===== src/rtl/led_frame_tx.sv =====
// Three-wire (clock/data/latch) serial transmitter for 74HC595-style LED chains.
// Holds one pending word; words overwritten before transmission are counted.
module led_frame_tx #(
  parameter int unsigned DATA_W  = 10,
  parameter int unsigned CLK_DIV = 4
) (
  input  logic              clk,
  input  logic              rst,
  input  logic [DATA_W-1:0] i_data,
  input  logic              i_valid,
  output logic              o_ser_clk,
  output logic              o_ser_dat,
  output logic              o_ser_latch,
  output logic              o_busy,
  output logic [7:0]        o_drop_cnt
);

  localparam int unsigned BW = $clog2(DATA_W) + 1;
  localparam int unsigned PW = $clog2(CLK_DIV) + 1;

  typedef enum logic [1:0] {IDLE, SHIFT_LO, SHIFT_HI, LATCH} state_t;

  state_t            r_state, w_state;
  logic [DATA_W-1:0] r_sh, w_sh;
  logic [BW-1:0]     r_bit, w_bit;
  logic [PW-1:0]     r_ph, w_ph;
  logic [DATA_W-1:0] r_pend, w_pend;
  logic              r_pend_v, w_pend_v;
  logic [7:0]        r_drop_cnt, w_drop_cnt;
  logic              r_ser_clk, r_ser_dat, r_ser_latch, r_busy;
  logic              w_ser_clk, w_ser_dat, w_ser_latch, w_busy;
  logic              w_ph_done, w_last_bit, w_latch_exit;

  assign w_ph_done    = (r_ph == PW'(CLK_DIV - 1));
  assign w_last_bit   = (r_bit == BW'(DATA_W - 1));
  assign w_latch_exit = (r_state == LATCH) && w_ph_done;

  // Next-state, datapath and next-output logic; outputs follow the next state.
  always_comb begin
    w_state    = r_state;
    w_sh       = r_sh;
    w_bit      = r_bit;
    w_ph       = r_ph;
    w_pend     = r_pend;
    w_pend_v   = r_pend_v;
    w_drop_cnt = r_drop_cnt;

    case (r_state)
      IDLE: begin
        if (i_valid) begin
          w_sh    = i_data;
          w_bit   = '0;
          w_ph    = '0;
          w_state = SHIFT_LO;
        end
      end
      SHIFT_LO: begin
        if (w_ph_done) begin
          w_ph    = '0;
          w_state = SHIFT_HI;
        end else begin
          w_ph = r_ph + PW'(1);
        end
      end
      SHIFT_HI: begin
        if (w_ph_done) begin
          w_ph    = '0;
          w_sh    = r_sh << 1;
          w_bit   = r_bit + BW'(1);
          w_state = w_last_bit ? LATCH : SHIFT_LO;
        end else begin
          w_ph = r_ph + PW'(1);
        end
      end
      LATCH: begin
        if (w_ph_done) begin
          w_ph  = '0;
          w_bit = '0;
          if (r_pend_v) begin
            w_sh     = r_pend;
            w_pend_v = 1'b0;
            w_state  = SHIFT_LO;
          end else if (i_valid) begin
            w_sh    = i_data;
            w_state = SHIFT_LO;
          end else begin
            w_state = IDLE;
          end
        end else begin
          w_ph = r_ph + PW'(1);
        end
      end
      default: w_state = IDLE;
    endcase

    // A strobe outside IDLE lands in pend unless it went straight into sh at latch exit.
    if (i_valid && (r_state != IDLE) && !(w_latch_exit && !r_pend_v)) begin
      w_pend   = i_data;
      w_pend_v = 1'b1;
      if (r_pend_v && !w_latch_exit && (r_drop_cnt != 8'hFF))
        w_drop_cnt = r_drop_cnt + 8'd1;
    end

    w_ser_clk   = (w_state == SHIFT_HI);
    w_ser_dat   = ((w_state == SHIFT_LO) || (w_state == SHIFT_HI)) && w_sh[DATA_W-1];
    w_ser_latch = (w_state == LATCH);
    w_busy      = (w_state != IDLE);
  end

  always_ff @(posedge clk or posedge rst) begin
    if (rst) begin
      r_state     <= IDLE;
      r_sh        <= '0;
      r_bit       <= '0;
      r_ph        <= '0;
      r_pend      <= '0;
      r_pend_v    <= 1'b0;
      r_drop_cnt  <= 8'd0;
      r_ser_clk   <= 1'b0;
      r_ser_dat   <= 1'b0;
      r_ser_latch <= 1'b0;
      r_busy      <= 1'b0;
    end else begin
      r_state     <= w_state;
      r_sh        <= w_sh;
      r_bit       <= w_bit;
      r_ph        <= w_ph;
      r_pend      <= w_pend;
      r_pend_v    <= w_pend_v;
      r_drop_cnt  <= w_drop_cnt;
      r_ser_clk   <= w_ser_clk;
      r_ser_dat   <= w_ser_dat;
      r_ser_latch <= w_ser_latch;
      r_busy      <= w_busy;
    end
  end

  assign o_ser_clk   = r_ser_clk;
  assign o_ser_dat   = r_ser_dat;
  assign o_ser_latch = r_ser_latch;
  assign o_busy      = r_busy;
  assign o_drop_cnt  = r_drop_cnt;

endmodule


===== config.mk =====
export PLATFORM = sky130hd
export DESIGN_NAME = led_frame_tx
export DESIGN_NICKNAME = d
export VERILOG_FILES = /design/src/rtl/led_frame_tx.sv
export SDC_FILE = /design/constraint.sdc
export NUM_CORES = 1
export LEC_CHECK = 0
export CORE_MARGIN = 2
export CORE_UTILIZATION = 60
export CTS_CLUSTER_SIZE = 25
export DETAILED_ROUTE_END_ITERATION = 10
export PLACE_DENSITY_LB_ADDON = 0.08
export SLEW_MARGIN = 25
export SYNTH_ARGS = -nofsm -noshare
export SYNTH_HDL_FRONTEND = slang
export SYNTH_SLANG_ARGS = --single-unit

===== constraint.sdc =====
create_clock -name clk -period 4 [get_ports clk]
set_input_delay 1.2 -clock clk [delete_from_list [all_inputs] [get_ports clk]]
set_output_delay 1.2 -clock clk [all_outputs]
set_load 0.02 [all_outputs]

### Word level (Yosys, flattened, before mapping)

Index checks and enable logic that the tools add are counted.

* bits of input ports: 13
* flip-flop bits (word level): 43
* output and inout port bits: 12

* add/subtract/negate cells: 3
* mux-type cells: 23
* eq/ne operators: 12
* reduce and logical (&&, ||, !) cells: 22

Operator list (number)
* 10-bit two-way mux: 4
* 10-bit case mux with 3 select lines: 1
* 5-bit two-way mux: 3
* 5-bit case mux with 3 select lines: 1
* 2-bit two-way mux: 5
* 8-bit by 1-bit adder with 8-bit output, second input constant: 1
* 2-bit equality test, second input constant: 4
* 8-bit != test, second input constant: 1
* 2-bit case mux with 4 select lines: 1
* 2-bit nonzero test: 4
* 1-bit logical AND: 7
* 3-bit two-way mux: 2
* 2-bit != test, second input constant: 3
* 3-bit case mux with 2 select lines: 1
* 5-bit by 1-bit adder with 5-bit output, second input constant: 1
* 5-bit by 4-bit equality test with 1-bit output, second input constant: 1
* 1-bit two-way mux: 5
* 2-bit by 1-bit equality test with 1-bit output, second input constant: 2
* 2-bit AND reduction: 2
* 4-bit AND reduction: 1
* 3-bit by 1-bit adder with 3-bit output, second input constant: 1
* 3-bit by 2-bit equality test with 1-bit output, second input constant: 1
* 1-bit zero test: 3
* 3-bit AND reduction: 1
* 4 further kinds: 4

### Depth between registers and ports, before layout

Gate-level depths: netlist of run 1.

* depth after elaboration: 7
* mapped depth: 7

### Worst setup path after synthesis of run 1

OpenSTA, ideal clock, no wires.

* kind: in2reg
* start point: input port i_valid
* end point: register r_ser_dat (netlist: o_ser_dat)
* setup slack: 1.613 ns
* data arrival time: 2.307 ns
* stages: 5
* required time: 3.920 ns
* path buffers: 1
* path through: buf_2 inv_1 a221o_1 ha_1 nor3_2

* longest elaborated chain between the ends: 7

RTL lines
* start: declaration: line 10 `input logic i_valid,`
* 1-bit two-way mux: line 83 `end else if (i_valid) begin`
* 1-bit two-way mux: line 79 `if (r_pend_v) begin`
* 2-bit two-way mux: line 76 `if (w_ph_done) begin`
* 2-bit case mux with 4 select lines: line 48 `case (r_state)`
* 2-bit by 1-bit equality test with 1-bit output / 2-bit equality test (equally long branches): line 105 `w_ser_dat = ((w_state == SHIFT_LO) || (w_state == SHIFT_HI)) && w_sh[DATA_W-1];`
* 1-bit logical OR: line 105
* 1-bit logical AND (*): line 105
* via w_ser_dat: line 31 `logic w_ser_clk, w_ser_dat, w_ser_latch, w_busy;`
* end signal: assignment: line 132 `r_ser_dat <= w_ser_dat;`
* end: declaration: line 30 `logic r_ser_clk, r_ser_dat, r_ser_latch, r_busy;`

Mark *: on every way through the listed nets, which the timed path passes. The rest lies on a longest branch. The select of a mux whose other input is x is not followed.
A chain may end at the register's enable or synchronous reset.

### Final worst setup path of run 1

Ends and elaborated chain as after synthesis.

==> impl_metrics.yaml, run 1 <==
global_routing:
  grt_remaining_overflow: 0
  grt_pass1_vias: 1524
  grt_usage: 0.2203
  grt_pass1_wl_um: 7031
  grt_max_degree: 17
  antenna_found_initial: 0
timing:
  setup_slack_ps: 1229
  finalSetupTns_ps: 0
  setup_viol: 0
  hold_viol_final: 0
  clock.fmax_mhz: 360.9
  whs_ps: 507.1
  grt_setup_unrepaired: "false"
  fin_crit_ps: 2771
  worst_pin_slew_ps: 574.1
  min_period_over_period: 0.6927
  fin_worst_skew_ps: 12.10
  relSlewSlack: 0.6168
  maxSlewViolCount: 0
critical_path:
  worstReg2RegStart: "r_ph[0]$_DFFE_PP0P_"
  critPathLaunchType: "input port"
  r2r_slack_ps: 1930
  crit_type: "in2reg"
  critical_path_arrival_ps: 3050
  worst_setup_path_end_kind: "flop"
  cp-startpoint: "i_valid"
  cp.required_ps: 4280
  path_max_fanout: 9
floorplanning:
  ioPinCount: 25
  dieArea_um2: 4138
  start_util: 0.6392
  row_count: 21
  die_h_um: 64.33
  core_area_um2: 3416
  die_w_um: 64.33
clock_tree:
  cts_max_path_buffers: 2
  cts_tree: "built"
  clk_pin_slew_worst_paths_ps: 120
  cts_resized: 0
  numCtsBuffers: 5
  numClockSinks: 43
  htree_levels: 2
  clock_latency_ps: 360
  cts-root-buf: "clkbuf_4"
  ctsHoldBuffers: 0
  cts_setup_buffers: 0
yosys:
  synth_top_area_share: 0.4928
  synth_area_leaders: "dfrtp_1 (49%), mux2_2 (6.7%), a221o_1 (4.6%)"
  ys_types: 46
  synth_top_flop_cell: "dfrtp_1"
  synth_cells: 180
  syn_area_per_cell_um2: 12.13
  synth.most_common_cell: "dfrtp_1"
  synth_area_leader_cell: "dfrtp_1"
  ys_top_cells_by_count: "dfrtp_1 (43), mux2_2 (13), nand2_1 (12)"
  synth_edf_count: 0
  ys_seq_area_frac: 0.4928
  syn-num-nets: 200
  async_flop_share: 1.000
  synth.ff_latch_count: 43
  ys_warn_count: 0
  syn_area_um2: 2183
detailed_routing:
  drc: 0
  ant_nets: 0
  drt_iter0_drc: 98
  routed_wl_um: 4219
  dr_total_vias: 1555
  dr.pass1.iters: 4
  wire_per_inst_um: 16.74
  via_per_inst: 6.171
power:
  p_clk_frac: 0.272
  p_sw_frac: 0.2882
  switchingPower_mw: 0.3039
  power_frac_seq: 0.503
  p_int_mw: 0.7507
  total_power_mw: 1.055
  power_density_nw_per_um2: 418.9
  vdd_ir_drop_max_mv: 0.3667
  leakage_nw: 1.125
  pwr-share-comb: 0.226
place:
  placed_area_um2: 2431
  portBuffers: 24
  hpwlAfterDp_um: 3050
  gp_congestion: 0.7674
  pre_cts_ws_ps: 888.9
  dp_cells: 244
cells_and_area:
  syn_to_final_growth_pct: 15.30
  nets: 225
  drive_gt1_frac: 0.1845
  multi_input_area_um2: 1012
  nFillCells: 256
  fin_cells: 252
  finalInstanceArea_um2: 2517
  diodes: 0
  seq_area_um2: 1076
  final_util: 0.7370
run:
  drv_cap: 0
outcome:
  status: "completed"
worst_hold_path:
  min_from: "o_drop_cnt[3]$_DFFE_PP0P_"
  min_path_type: "reg2reg"
==> power groups by stage <==
stage	sequential, mW	combinational, mW	clock, mW
2_1_floorplan	0.572	0.0924	0
3_3_place_gp	0.532	0.234	0
3_5_place_dp	0.537	0.240	0
4_1_cts	0.530	0.241	0.290
5_1_grt	0.538	0.258	0.310
6_report	0.530	0.238	0.286
==> state kept, by name, indices dropped and copies added, names as in the netlist <==
register,cells
r_state,2
o_ser_latch,1
o_ser_clk,1
r_bit,5
o_busy,1
r_ph,3
o_ser_dat,1
r_pend,10
o_drop_cnt,8
r_pend_v,1
r_sh,10
==> layout make-up <==
cell class / instances / share of cell area
inverter: 8 / 0.01193
sequential: 43 / 0.4274
multi-input combinational: 121 / 0.4021
timing repair buffer: 26 / 0.1014
tap: 46 / 0.02286
clock buffer: 6 / 0.02038
clock inverter: 2 / 0.01392
==> worst max-delay path, cell delays in order <==
cell             delay (ps)
clkdlybuf4s50_1         760
inv_1                   210
a221o_1                 400
ha_1                    320
nor3_2                  170
==> cells by family (layout without fill, tap and decap cells) <==
kind of cell,after synthesis,in the layout,synth area share
AOI/OAI and AO/OA,47,47,0.1840
muxes,15,15,0.07622
adders and majority gates,7,7,0.04011
DFF,43,43,0.4928
xor gates and xnor gates,6,6,0.02407
and+or+nand+nor,46,46,0.1392
buffers and inverters,16,42,0.04355
==> path summary, 6_finish.rpt <==
| path | end | cells after the start |
|---|---|---|
| max | o_ser_dat$_DFF_PP0_ | 5 |
| min reg2reg | o_drop_cnt[3]$_DFFE_PP0P_ | 1 |
| min in group asynchronous | r_pend[4]$_DFFE_PP0P_ | 2 |
| max reg2reg | o_ser_dat$_DFF_PP0_ | 7 |
| min | o_drop_cnt[3]$_DFFE_PP0P_ | 1 |
| max in group asynchronous | r_bit[4]$_DFFE_PP0P_ | 3 |
==> cells in the final DEF (no fill, tap or decap), types with 2 or more instances in the layout <==
cell type | netlist | routed
a221o_1 | 10 | 10
a22o_1 | 10 | 10
nand4_1 | 5 | 5
clkbuf_4 | 0 | 5
inv_1 | 8 | 8
buf_4 | 0 | 2
mux2_2 | 13 | 13
a21oi_1 | 6 | 6
o21ai_0 | 7 | 7
nor2_1 | 6 | 6
ha_1 | 7 | 7
or2_2 | 2 | 2
nand3_1 | 4 | 4
mux2i_1 | 2 | 2
a21o_1 | 2 | 2
nand2b_1 | 2 | 2
dfrtp_1 | 43 | 43
xnor2_1 | 5 | 5
nand2_1 | 12 | 12
clkdlybuf4s50_1 | 0 | 24
a32o_1 | 2 | 2
and2_1 | 2 | 2
==> per-layer routing <==
layer | GRT usage | up-vias | wire length [um]
met1 | 0.2954 | 791 | 1900
met4 | 0.05053 | 0 | 42
met2 | 0.3633 | 35 | 2109
met3 | 0.05458 | 5 | 166
li1 | - | 724 | -
met5 | 0 | - | 0
(Power assumes the default switching activity.)
==> run 2, diff against run 1 <==
--- a/config.mk
+++ b/config.mk
@@ -6,7 +6,7 @@
 export NUM_CORES = 1
 export LEC_CHECK = 0
 export CORE_MARGIN = 2
-export CORE_UTILIZATION = 60
+export CORE_UTILIZATION = 50
 export CTS_CLUSTER_SIZE = 25
 export DETAILED_ROUTE_END_ITERATION = 10
 export PLACE_DENSITY_LB_ADDON = 0.08
==> constraint.sdc (replaced) <==
create_clock -name clk -period 2.4 [get_ports clk]
set_input_delay 0.72 -clock clk [delete_from_list [all_inputs] [get_ports clk]]
set_output_delay 0.72 -clock clk [all_outputs]
set_load 0.02 [all_outputs]
==> impl_metrics.yaml, run 2 (synthesis results as in run 1) <==
timing:
  finalSetupTns_ps: 0
  maxSlewViolCount: 0
  relSlewSlack: 0.6456
  worst_pin_slew_ps: 531.6
  hold_viol_final: 0
  fin_crit_ps: 2091
  whs_ps: 504.6
  min_period_over_period: 0.8712
  setup_viol: 0
  fin_worst_skew_ps: 6.415
  clock.fmax_mhz: 478.3
  grt_setup_unrepaired: "false"
clock_tree:
  cts-root-buf: "clkbuf_8"
  clock_latency_ps: 290
  cts_tree: "built"
  cts_resized: 0
  clk_pin_slew_worst_paths_ps: 70
  cts_max_path_buffers: 2
  ctsHoldBuffers: 0
  htree_levels: 2
  numClockSinks: 43
  numCtsBuffers: 5
  cts_setup_buffers: 0
floorplanning:
  die_w_um: 70.08
  ioPinCount: 25
  core_area_um2: 4294
  row_count: 24
  start_util: 0.5084
  dieArea_um2: 4911
  die_h_um: 70.08
global_routing:
  grtUsageMet2: 0.3090
  grt_remaining_overflow: 0
  grt_pass1_wl_um: 7555
  grt_pass1_vias: 1600
  grt_usage: 0.1935
  grt_max_degree: 44
  busiest_layer: "met2"
  grt_use_met3: 0.05051
  grt_util_met1: 0.2566
  antenna_found_initial: 0
detailed_routing:
  ant_nets: 0
  wire_per_inst_um: 16.64
  dr.pass1.iters: 4
  drt_iter0_drc: 99
  dr_total_vias: 1544
  via_per_inst: 5.961
  drc: 0
  routed_wl_um: 4309
power:
  leakage_nw: 1.128
  total_power_mw: 1.705
  vdd_ir_drop_max_mv: 0.6006
  power_density_nw_per_um2: 672.9
critical_path:
  worst_setup_path_end_kind: "output pin"
  cpPeakStageDelay_ps: 640
  cp_top_family: "buffers and inverters"
  path_cells: "clkdlybuf4s50_1"
  worst-path-buf-inv: 1
  critPathLaunchType: "flop"
  cp.required_ps: 1680
  slowest_stage: "clkdlybuf4s50_1"
  crit_type: "reg2out"
  critical_path_arrival_ps: 1370
  path_max_fanout: 6
cells_and_area:
  finalInstanceArea_um2: 2534
  drive_gt1_frac: 0.1836
  nets: 228
  nFillCells: 377
  diodes: 0
  final_cell_mix: "dfrtp_1 (43), clkdlybuf4s50_1 (24), mux2_2 (13)"
  final_common_cell: "dfrtp_1"
  fin_cells: 259
  syn_to_final_growth_pct: 16.05
place:
  dp_cells: 253
  placed_area_um2: 2461
  gp_congestion: 0.7734
  portBuffers: 24
  hpwlAfterDp_um: 3044
outcome:
  status: "completed"
run:
  drv_cap: 0
worst_hold_path:
  min_path_type: "reg2reg"
## run 2: cell count changes in the layout (fill, tap and decap cells not counted)
cell,previous run,this run
clkbuf_4,5,0
clkinv_2,1,0
clkbuf_1,0,1
buf_4,2,5
bufinv_16,1,0
clkbuf_8,1,5
## run 2: final timing paths
| path | startpoint | to | slack [ps] | depth (start not counted) |
|---|---|---|---|---|
| worst max-delay path | o_drop_cnt[0]$_DFFE_PP0P_ | o_drop_cnt[0] | 310 | 1 |
| worst max register to register | r_ph[0]$_DFFE_PP0P_ | o_ser_dat$_DFF_PP0_ | 390 | 7 |
| max in group asynchronous | rst | r_ph[0]$_DFFE_PP0P_ | 1170 | 3 |
| min in group asynchronous | rst | o_drop_cnt[4]$_DFFE_PP0P_ | 860 | 3 |
| worst min-delay path | r_pend[0]$_DFFE_PP0P_ | r_pend[0]$_DFFE_PP0P_ | 500 | 1 |
| worst min register to register | r_pend[0]$_DFFE_PP0P_ | r_pend[0]$_DFFE_PP0P_ | 500 | 1 |
## run 2: per-layer routing
metal	wire [um]	vias up
met5	0	-
met4	56	0
met3	151	7
met2	2095	22
met1	2005	787
li1	-	728
## run 2: power breakdown
| group | internal (mW) | switching [mW] | total [mW] | leakage (nW) |
|---|---|---|---|---|
| sequential | 0.801 | 0.0867 | 0.888 | 0.529 |
| combinational | 0.206 | 0.194 | 0.400 | 0.562 |
| clock | 0.194 | 0.223 | 0.417 | 0.0371 |
| total | 1.20 | 0.503 | 1.70 | 1.13 |
## run 2: final cells by class
type	count	area [um^2]	share of cell area
Clock buffer	6	72.57	0.02864
Timing Repair Buffer	29	277.8	0.1096
Inverter	8	30.03	0.01185
Tap cell	52	65.06	0.02568
Multi-Input combinational cell	121	1012	0.3995
Sequential cell	43	1076	0.4247
## run 2: through the flow
stage	utilization	setup slack, ps
4_1_cts	0.5900	298.3
5_1_grt	0.5900	234.3
2_1_floorplan	-	492.8
3_5_place_dp	0.5731	75.47
6_report	0.5900	309.2
3_3_place_gp	0.5731	114.0
